File: config.mk
export PLATFORM = sky130hd
export DESIGN_NAME = sd_cmd_sequencer
export DESIGN_NICKNAME = d
export VERILOG_FILES = /design/src/rtl/sd_spi_pkg.sv /design/src/rtl/sd_crc7.sv /design/src/rtl/sd_cmd_sequencer.sv
export SDC_FILE = /design/constraint.sdc
export NUM_CORES = 1
export LEC_CHECK = 0
export BUFFER_PORTS_ARGS = -buffer_cell sky130_fd_sc_hd__clkbuf_2
export CAP_MARGIN = 20
export CORE_MARGIN = 2
export CORE_UTILIZATION = 25
export DETAILED_ROUTE_END_ITERATION = 16
export GPL_TIMING_DRIVEN = 0
export PLACE_DENSITY = 0.51
export SYNTH_ARGS = -nofsm -noshare
export SYNTH_HDL_FRONTEND = slang
export SYNTH_HIERARCHICAL = 1
export SYNTH_SLANG_ARGS = --single-unit
File: constraint.sdc
create_clock -name CLOCK50 -period 2.78 [get_ports CLOCK50]
set_input_delay 0.556 -clock CLOCK50 [delete_from_list [all_inputs] [get_ports CLOCK50]]
set_output_delay 0.556 -clock CLOCK50 [all_outputs]
set_load 0.01 [all_outputs]
File: src/rtl/sd_spi_pkg.sv
// Shared definitions for the SD SPI-mode command path: sequencer states, framing
// constants and the command-frame byte selector.
package sd_spi_pkg;

    typedef enum logic [2:0] {
        ST_IDLE = 3'd0,
        ST_PRE  = 3'd1,
        ST_SEND = 3'd2,
        ST_POLL = 3'd3,
        ST_POST = 3'd4,
        ST_RESP = 3'd5
    } seq_state_e;

    localparam logic [7:0] DUMMY_BYTE  = 8'hFF;
    localparam logic [1:0] START_BITS  = 2'b01;
    localparam logic [6:0] CRC7_POLY   = 7'h09;
    localparam int         FRAME_BYTES = 6;

    // Byte sel of the 6-byte command frame; crc is only used for the last byte.
    function automatic logic [7:0] frame_byte(
        input logic [2:0]  sel,
        input logic [5:0]  idx,
        input logic [31:0] arg,
        input logic [6:0]  crc
    );
        logic [7:0] b;
        case (sel)
            3'd0:    b = {START_BITS, idx};
            3'd1:    b = arg[31:24];
            3'd2:    b = arg[23:16];
            3'd3:    b = arg[15:8];
            3'd4:    b = arg[7:0];
            default: b = {crc, 1'b1};
        endcase
        return b;
    endfunction

endpackage

File: src/rtl/sd_crc7.sv
// Combinational byte-wide CRC7 update (x^7 + x^3 + 1), message bits taken MSB first.
module sd_crc7 import sd_spi_pkg::*; (
    input  logic [6:0] crc_in,
    input  logic [7:0] byte_in,
    output logic [6:0] crc_out
);

    logic [6:0] stage [0:8];

    assign stage[0] = crc_in;

    generate
        for (genvar gi = 0; gi < 8; gi++) begin : g_bit
            logic fb;
            assign fb           = stage[gi][6] ^ byte_in[7 - gi];
            assign stage[gi + 1] = {stage[gi][5:0], 1'b0} ^ (fb ? CRC7_POLY : 7'd0);
        end
    endgenerate

    assign crc_out = stage[8];

endmodule

File: src/rtl/sd_cmd_sequencer.sv
// Runs one SD SPI-mode command transaction (dummy bytes, CRC7 frame, R1 polling,
// trailing clocks) over a byte-wide SPI engine with a STB/DONE handshake.
module sd_cmd_sequencer import sd_spi_pkg::*; #(
    parameter int RESP_TRIES = 8,
    parameter int PRE_BYTES  = 1
) (
    input  logic        CLOCK50,
    input  logic        RESET,
    input  logic        CMD_STB,
    input  logic [5:0]  CMD_IDX,
    input  logic [31:0] CMD_ARG,
    input  logic        CMD_HOLD,
    output logic        CMD_ACK,
    output logic        BUSY,
    output logic        RESP_STB,
    output logic [7:0]  RESP_R1,
    output logic        RESP_TO,
    output logic        SPI_STB,
    output logic [7:0]  SPI_TX,
    input  logic        SPI_DONE,
    input  logic [7:0]  SPI_RX,
    output logic        CS
);

    localparam logic [7:0] PRE_CNT   = 8'(PRE_BYTES);
    localparam logic [7:0] TRY_CNT   = 8'(RESP_TRIES);
    localparam logic [2:0] LAST_BYTE = 3'(FRAME_BYTES - 1);

    seq_state_e  state_q, state_d;

    logic [5:0]  idx_q, idx_d;
    logic [31:0] arg_q, arg_d;
    logic        hold_q, hold_d;
    logic [7:0]  cnt_q, cnt_d;
    logic [2:0]  byte_q, byte_d;
    logic [6:0]  crc_q, crc_d;
    logic        pend_q, pend_d;
    logic        cs_q, cs_d;
    logic        ack_q, ack_d;
    logic        stb_q, stb_d;
    logic [7:0]  tx_q, tx_d;
    logic [7:0]  r1_cap_q, r1_cap_d;
    logic        to_cap_q, to_cap_d;
    logic [7:0]  r1_q, r1_d;
    logic        to_q, to_d;

    logic        accept;
    logic        done_ev;
    logic        poll_hit;
    logic        poll_out;
    logic        issue;
    logic [2:0]  send_idx;
    logic [7:0]  send_byte;
    logic [6:0]  crc_next;

    assign accept   = (state_q == ST_IDLE) && CMD_STB;
    assign done_ev  = SPI_DONE && pend_q;
    assign poll_hit = ~SPI_RX[7];
    assign poll_out = (cnt_q >= TRY_CNT);

    // Byte 0 can be issued straight from IDLE, before the index is latched.
    assign send_idx  = (state_q == ST_SEND) ? (byte_q + 3'd1) : 3'd0;
    assign send_byte = frame_byte(send_idx, (state_q == ST_IDLE) ? CMD_IDX : idx_q,
                                  arg_q, crc_q);

    sd_crc7 u_crc7 (
        .crc_in  (crc_q),
        .byte_in (send_byte),
        .crc_out (crc_next)
    );

    always_ff @(posedge CLOCK50 or posedge RESET) begin
        if (RESET) begin
            state_q <= ST_IDLE;
        end else begin
            state_q <= state_d;
        end
    end

    always_comb begin
        state_d = state_q;
        unique case (state_q)
            ST_IDLE: if (CMD_STB) state_d = (PRE_BYTES == 0) ? ST_SEND : ST_PRE;
            ST_PRE:  if (done_ev && (cnt_q == PRE_CNT)) state_d = ST_SEND;
            ST_SEND: if (done_ev && (byte_q == LAST_BYTE)) state_d = ST_POLL;
            ST_POLL: if (done_ev && (poll_hit || poll_out)) state_d = hold_q ? ST_RESP : ST_POST;
            ST_POST: if (done_ev) state_d = ST_RESP;
            ST_RESP: state_d = ST_IDLE;
            default: state_d = ST_IDLE;
        endcase
    end

    always_comb begin
        issue    = (accept || done_ev) &&
                   (state_d inside {ST_PRE, ST_SEND, ST_POLL, ST_POST});
        idx_d    = idx_q;
        arg_d    = arg_q;
        hold_d   = hold_q;
        cnt_d    = cnt_q;
        byte_d   = byte_q;
        crc_d    = crc_q;
        cs_d     = cs_q;
        tx_d     = tx_q;
        r1_cap_d = r1_cap_q;
        to_cap_d = to_cap_q;
        r1_d     = r1_q;
        to_d     = to_q;
        ack_d    = accept;
        stb_d    = issue;
        pend_d   = issue ? 1'b1 : (done_ev ? 1'b0 : pend_q);

        if (accept) begin
            idx_d  = CMD_IDX;
            arg_d  = CMD_ARG;
            hold_d = CMD_HOLD;
            cs_d   = 1'b0;
        end

        // cnt counts dummy bytes in PRE and poll bytes in POLL; restarts on entry.
        if (issue) begin
            tx_d  = (state_d == ST_SEND) ? send_byte : DUMMY_BYTE;
            cnt_d = (state_d != state_q) ? 8'd1 :
                    ((cnt_q == 8'hFF) ? cnt_q : cnt_q + 8'd1);
            if (state_d == ST_SEND) begin
                byte_d = send_idx;
            end
        end

        if (issue && (state_d == ST_SEND) && (send_idx != LAST_BYTE)) begin
            crc_d = crc_next;
        end else if ((state_q == ST_IDLE) || (state_q == ST_RESP)) begin
            crc_d = 7'd0;
        end

        if ((state_q == ST_POLL) && done_ev) begin
            if (poll_hit) begin
                r1_cap_d = SPI_RX;
                to_cap_d = 1'b0;
            end else if (poll_out) begin
                r1_cap_d = DUMMY_BYTE;
                to_cap_d = 1'b1;
            end
        end

        if ((state_q == ST_POLL) && (state_d == ST_POST)) begin
            cs_d = 1'b1;
        end

        // Published results only change when the next response strobe starts.
        if ((state_d == ST_RESP) && (state_q != ST_RESP)) begin
            r1_d = r1_cap_d;
            to_d = to_cap_d;
        end
    end

    always_ff @(posedge CLOCK50 or posedge RESET) begin
        if (RESET) begin
            idx_q    <= '0;
            arg_q    <= '0;
            hold_q   <= 1'b0;
            cnt_q    <= '0;
            byte_q   <= '0;
            crc_q    <= '0;
            pend_q   <= 1'b0;
            cs_q     <= 1'b1;
            ack_q    <= 1'b0;
            stb_q    <= 1'b0;
            tx_q     <= DUMMY_BYTE;
            r1_cap_q <= DUMMY_BYTE;
            to_cap_q <= 1'b0;
            r1_q     <= DUMMY_BYTE;
            to_q     <= 1'b0;
        end else begin
            idx_q    <= idx_d;
            arg_q    <= arg_d;
            hold_q   <= hold_d;
            cnt_q    <= cnt_d;
            byte_q   <= byte_d;
            crc_q    <= crc_d;
            pend_q   <= pend_d;
            cs_q     <= cs_d;
            ack_q    <= ack_d;
            stb_q    <= stb_d;
            tx_q     <= tx_d;
            r1_cap_q <= r1_cap_d;
            to_cap_q <= to_cap_d;
            r1_q     <= r1_d;
            to_q     <= to_d;
        end
    end

    assign CMD_ACK  = ack_q;
    assign BUSY     = (state_q != ST_IDLE);
    assign RESP_STB = (state_q == ST_RESP);
    assign RESP_R1  = r1_q;
    assign RESP_TO  = to_q;
    assign SPI_STB  = stb_q;
    assign SPI_TX   = tx_q;
    assign CS       = cs_q;

endmodule

==> results.md <==
* Outcome: complete, but fails checks
* Failing checks: design-rule violations
* Post-DP HPWL at 9.26 mm
* Total gr overflow at 0
* Most numerous cell in the Yosys netlist: nand2_1
* Syn Inst Count at 482
* Worst EP arrival at 2890 ps
* First-pass GRT wire length at 20.1 mm
* Gate power share at 2.9%
* Total nets after synthesis at 538
* CP Cell Sequence: or4_4 > nor3_2 > or2_4 > o211ai_4 > or4_4 > buf_4 > a22o_1 > a22o_1
* Placed insts at 785
* Slew Viols, Final at 0
* Critical path's slowest cell: or4_4
* Main synth FF type: dfrtp_1
* P_leak at 2.90 nW
* Final nets at 639
* Avg Cell Area, Syn at 9.61 um^2
* Seq/Total Area, Yosys at 49.3%
* Chip Width at 140 um
* Critical path class: reg -> reg
* Max FO, Critical Path at 10
* Achievable frequency at 0.376 GHz
* Syn-to-layout area delta at 28.0%
* # DRC at 4
* Io pins at 73
* Ranking of synthesized cells by area: dfrtp_1, dfstp_2, nand2_1
* Slew @ Worst Pin at 526 ps
* Largest net degree at the start of global routing at 36
* Final Cycle Share at 95.6%
* H-Tree Depth at 3
* Slack of the worst reg-to-reg path at 120 ps
* Commonest cells post-synth: nand2_1, dfrtp_1, mux2i_1
* Hold WC Path Type: in -> async
* Nature of the critical path startpoint: flop
* Yosys warns at 6
* Final Hold Fails at 0
* Post-Layout Cell Count at 817
* Initial antenna violation count at 0
* Core area at 18100 um^2
* Final instance area at 5930 um^2
* Max clock buf depth at 2
* Die Ht at 140 um
* Power per cell area at 429 nW/um^2
* TritonCTS clock tree: done
* Initial Util at 25.6%
* GPL Wtd Cong at 0.827
* Psw at 0.565 mW
* Fin Clk Skew at 6.42 ps
* Die area at 19600 um^2
* WL final at 12.4 mm
* CTS Sinks at 90
* Sw Ratio at 22.2%
* DRT iter0 DRCs at 161
* Synthesized flop and latch total at 90
* Vias in the first global route at 3866
* Total Routing Usage GR at 12.9%
* Pre-Repair DR Iteration Count at 12
* Via-to-Cell Ratio at 4.60
* Crit-path max cell delay at 560 ps
* Max-cap viol count at 0
* Post-Syn Area at 4630 um^2
* Root Buffer: clkbuf_16
* Clock transition at path regs at 70 ps
* Routed wire per std cell at 15.1 um
* Sequential share of power at 51.5%
* Number of routed nets with antenna violations at 0
* Clock share of power at 45.6%
* Cell internal pwr at 1.98 mW
* Via count at 3761
* Antenna fix cells at 0
* Area after DPL at 5330 um^2
* I/O Buffers at 72
* EDFF count, synth at 0
* Yosys top cell area share at 35.1%
* Layout fillers at 1874
* Slew Limit Headroom at 64.0%
* CTS Buf Count at 9
* Layout cells sized above 1 at 33.5%
* Rows at 49
* Yosys top cell by area: dfrtp_1
* Post-synth cell types at 53
* Final setup violation count at 0
* Crit path time final at 2660 ps
* Clk_lat worst skew at 350 ps
* Worst Path Required at 3010 ps
* Critical Path End Type: flop
* Ys async rst share at 100%
* Worst vdd ir at 0.202 mV
## layer usage
layer	part of all wire, %	vias up	track usage (%)
li1	-	1827	-
met1	46	1857	17.4
met2	48	73	20.9
met3	4.6	4	2.12
met4	0.70	0	5.00
met5	0	-	0
## power groups by stage
stage	Sequential, mW	Clock, mW	Combinational [mW]
5_1_grt	1.31	1.26	0.0833
6_report	1.31	1.16	0.0727
3_3_place_gp	1.33	0	0.0681
2_1_floorplan	1.33	0	0.0202
4_1_cts	1.31	1.21	0.0766
3_5_place_dp	1.33	0	0.0762
## repair_timing
action / in CTS / in global routing
gates cloned: 0 / 1
setup endpoints to repair: 22 / 35
hold buffers: 0 / 0
setup buffers: 9 / 7
gates resized for setup: 19 / 33
pin swaps: 3 / 5
## stage by stage
step | utilization, % | setup TNS [ps] | setup WS (ps) | power (mW) | hold WS (ps)
after floorplan | - | 0 | 73.0 | 1.35 | 438
after global placement | 29.2 | -4000 | -356 | 1.40 | 458
after detailed placement | 29.4 | -4100 | -374 | 1.41 | 461
after CTS | 31.8 | 0 | 5.31 | 2.60 | 246
after global routing | 32.8 | -5.45 | -4.94 | 2.66 | 285
final | 32.8 | 0 | 121 | 2.54 | 237
## worst max-delay path, delay by kind of cell, from the launching register on
kind	cells	cell delay [ps]
and+or+nand+nor	4	1390
AOI/OAI and AO/OA	3	520
DFF	1	450
buffers and inverters	1	190
## logic make-up (layout without fill, tap and decap cells)
family          after synthesis  count (layout)  share of synthesized area (%)
xor+xnor                     17              17                           5.21
mux                          35              35                           7.80
simple gates                222             222                           21.0
buf+inv                      42             148                           3.86
flops                        90              90                           49.3
compound gates               71              71                           11.5
fa+ha+maj                     5               5                           1.35
## path summary, 6_finish.rpt
check | cells after the start | end | startpoint
setup / recovery | 8 | cnt_q[1] | cnt_q[3]
hold / removal | 2 | arg_q[26] | RESET
setup reg to reg | 8 | cnt_q[1] | cnt_q[3]
hold reg to reg | 2 | CS | CS
max in group asynchronous | 4 | SPI_TX[2] | RESET
min in group CLOCK50 | 3 | arg_q[19] | CMD_ARG[19]
## layout by cell type (no fill, tap or decap), types with 3 or more instances in the layout
master | synthesis | layout
nand2_1 | 152 | 151
clkbuf_2 | 0 | 73
dfrtp_1 | 65 | 61
dfstp_2 | 25 | 25
nor2_1 | 24 | 23
mux2i_1 | 26 | 22
buf_4 | 5 | 21
o22a_1 | 15 | 15
inv_1 | 16 | 14
clkbuf_1 | 17 | 12
a21oi_1 | 12 | 11
a22o_1 | 10 | 10
mux2_2 | 9 | 9
clkbuf_16 | 0 | 9
o21ai_0 | 10 | 8
nand3_1 | 7 | 7
nor2b_1 | 6 | 6
xnor2_2 | 5 | 5
and3_1 | 4 | 4
nand2b_1 | 4 | 4
mux2i_2 | 0 | 4
dfrtp_2 | 0 | 4
xor2_1 | 5 | 4
xnor3_1 | 4 | 4
buf_2 | 2 | 3
inv_2 | 2 | 3
a211oi_1 | 3 | 3
a22oi_1 | 3 | 3
o22ai_1 | 4 | 3
ha_1 | 5 | 3
## flip-flops by register name, summed over array words and instances, names as in the netlist, 6 cells and up
signal / cells
RESP_R1: 8
idx_q: 6
arg_q: 32
r1_cap_q: 8
SPI_TX: 8
cnt_q: 8
crc_q: 7
## cell type report
cell class,instances,area (um^2),area share [%]
sequential,90,2290,38.6
clock inverter,5,38.8,0.654
buffer,23,128,2.15
inverter,18,71.3,1.20
tap,229,287,4.83
clock buffer,11,243,4.09
multi-input combinational,350,2340,39.5
timing repair buffer,91,529,8.93
Power figures use the tool's default switching activity.
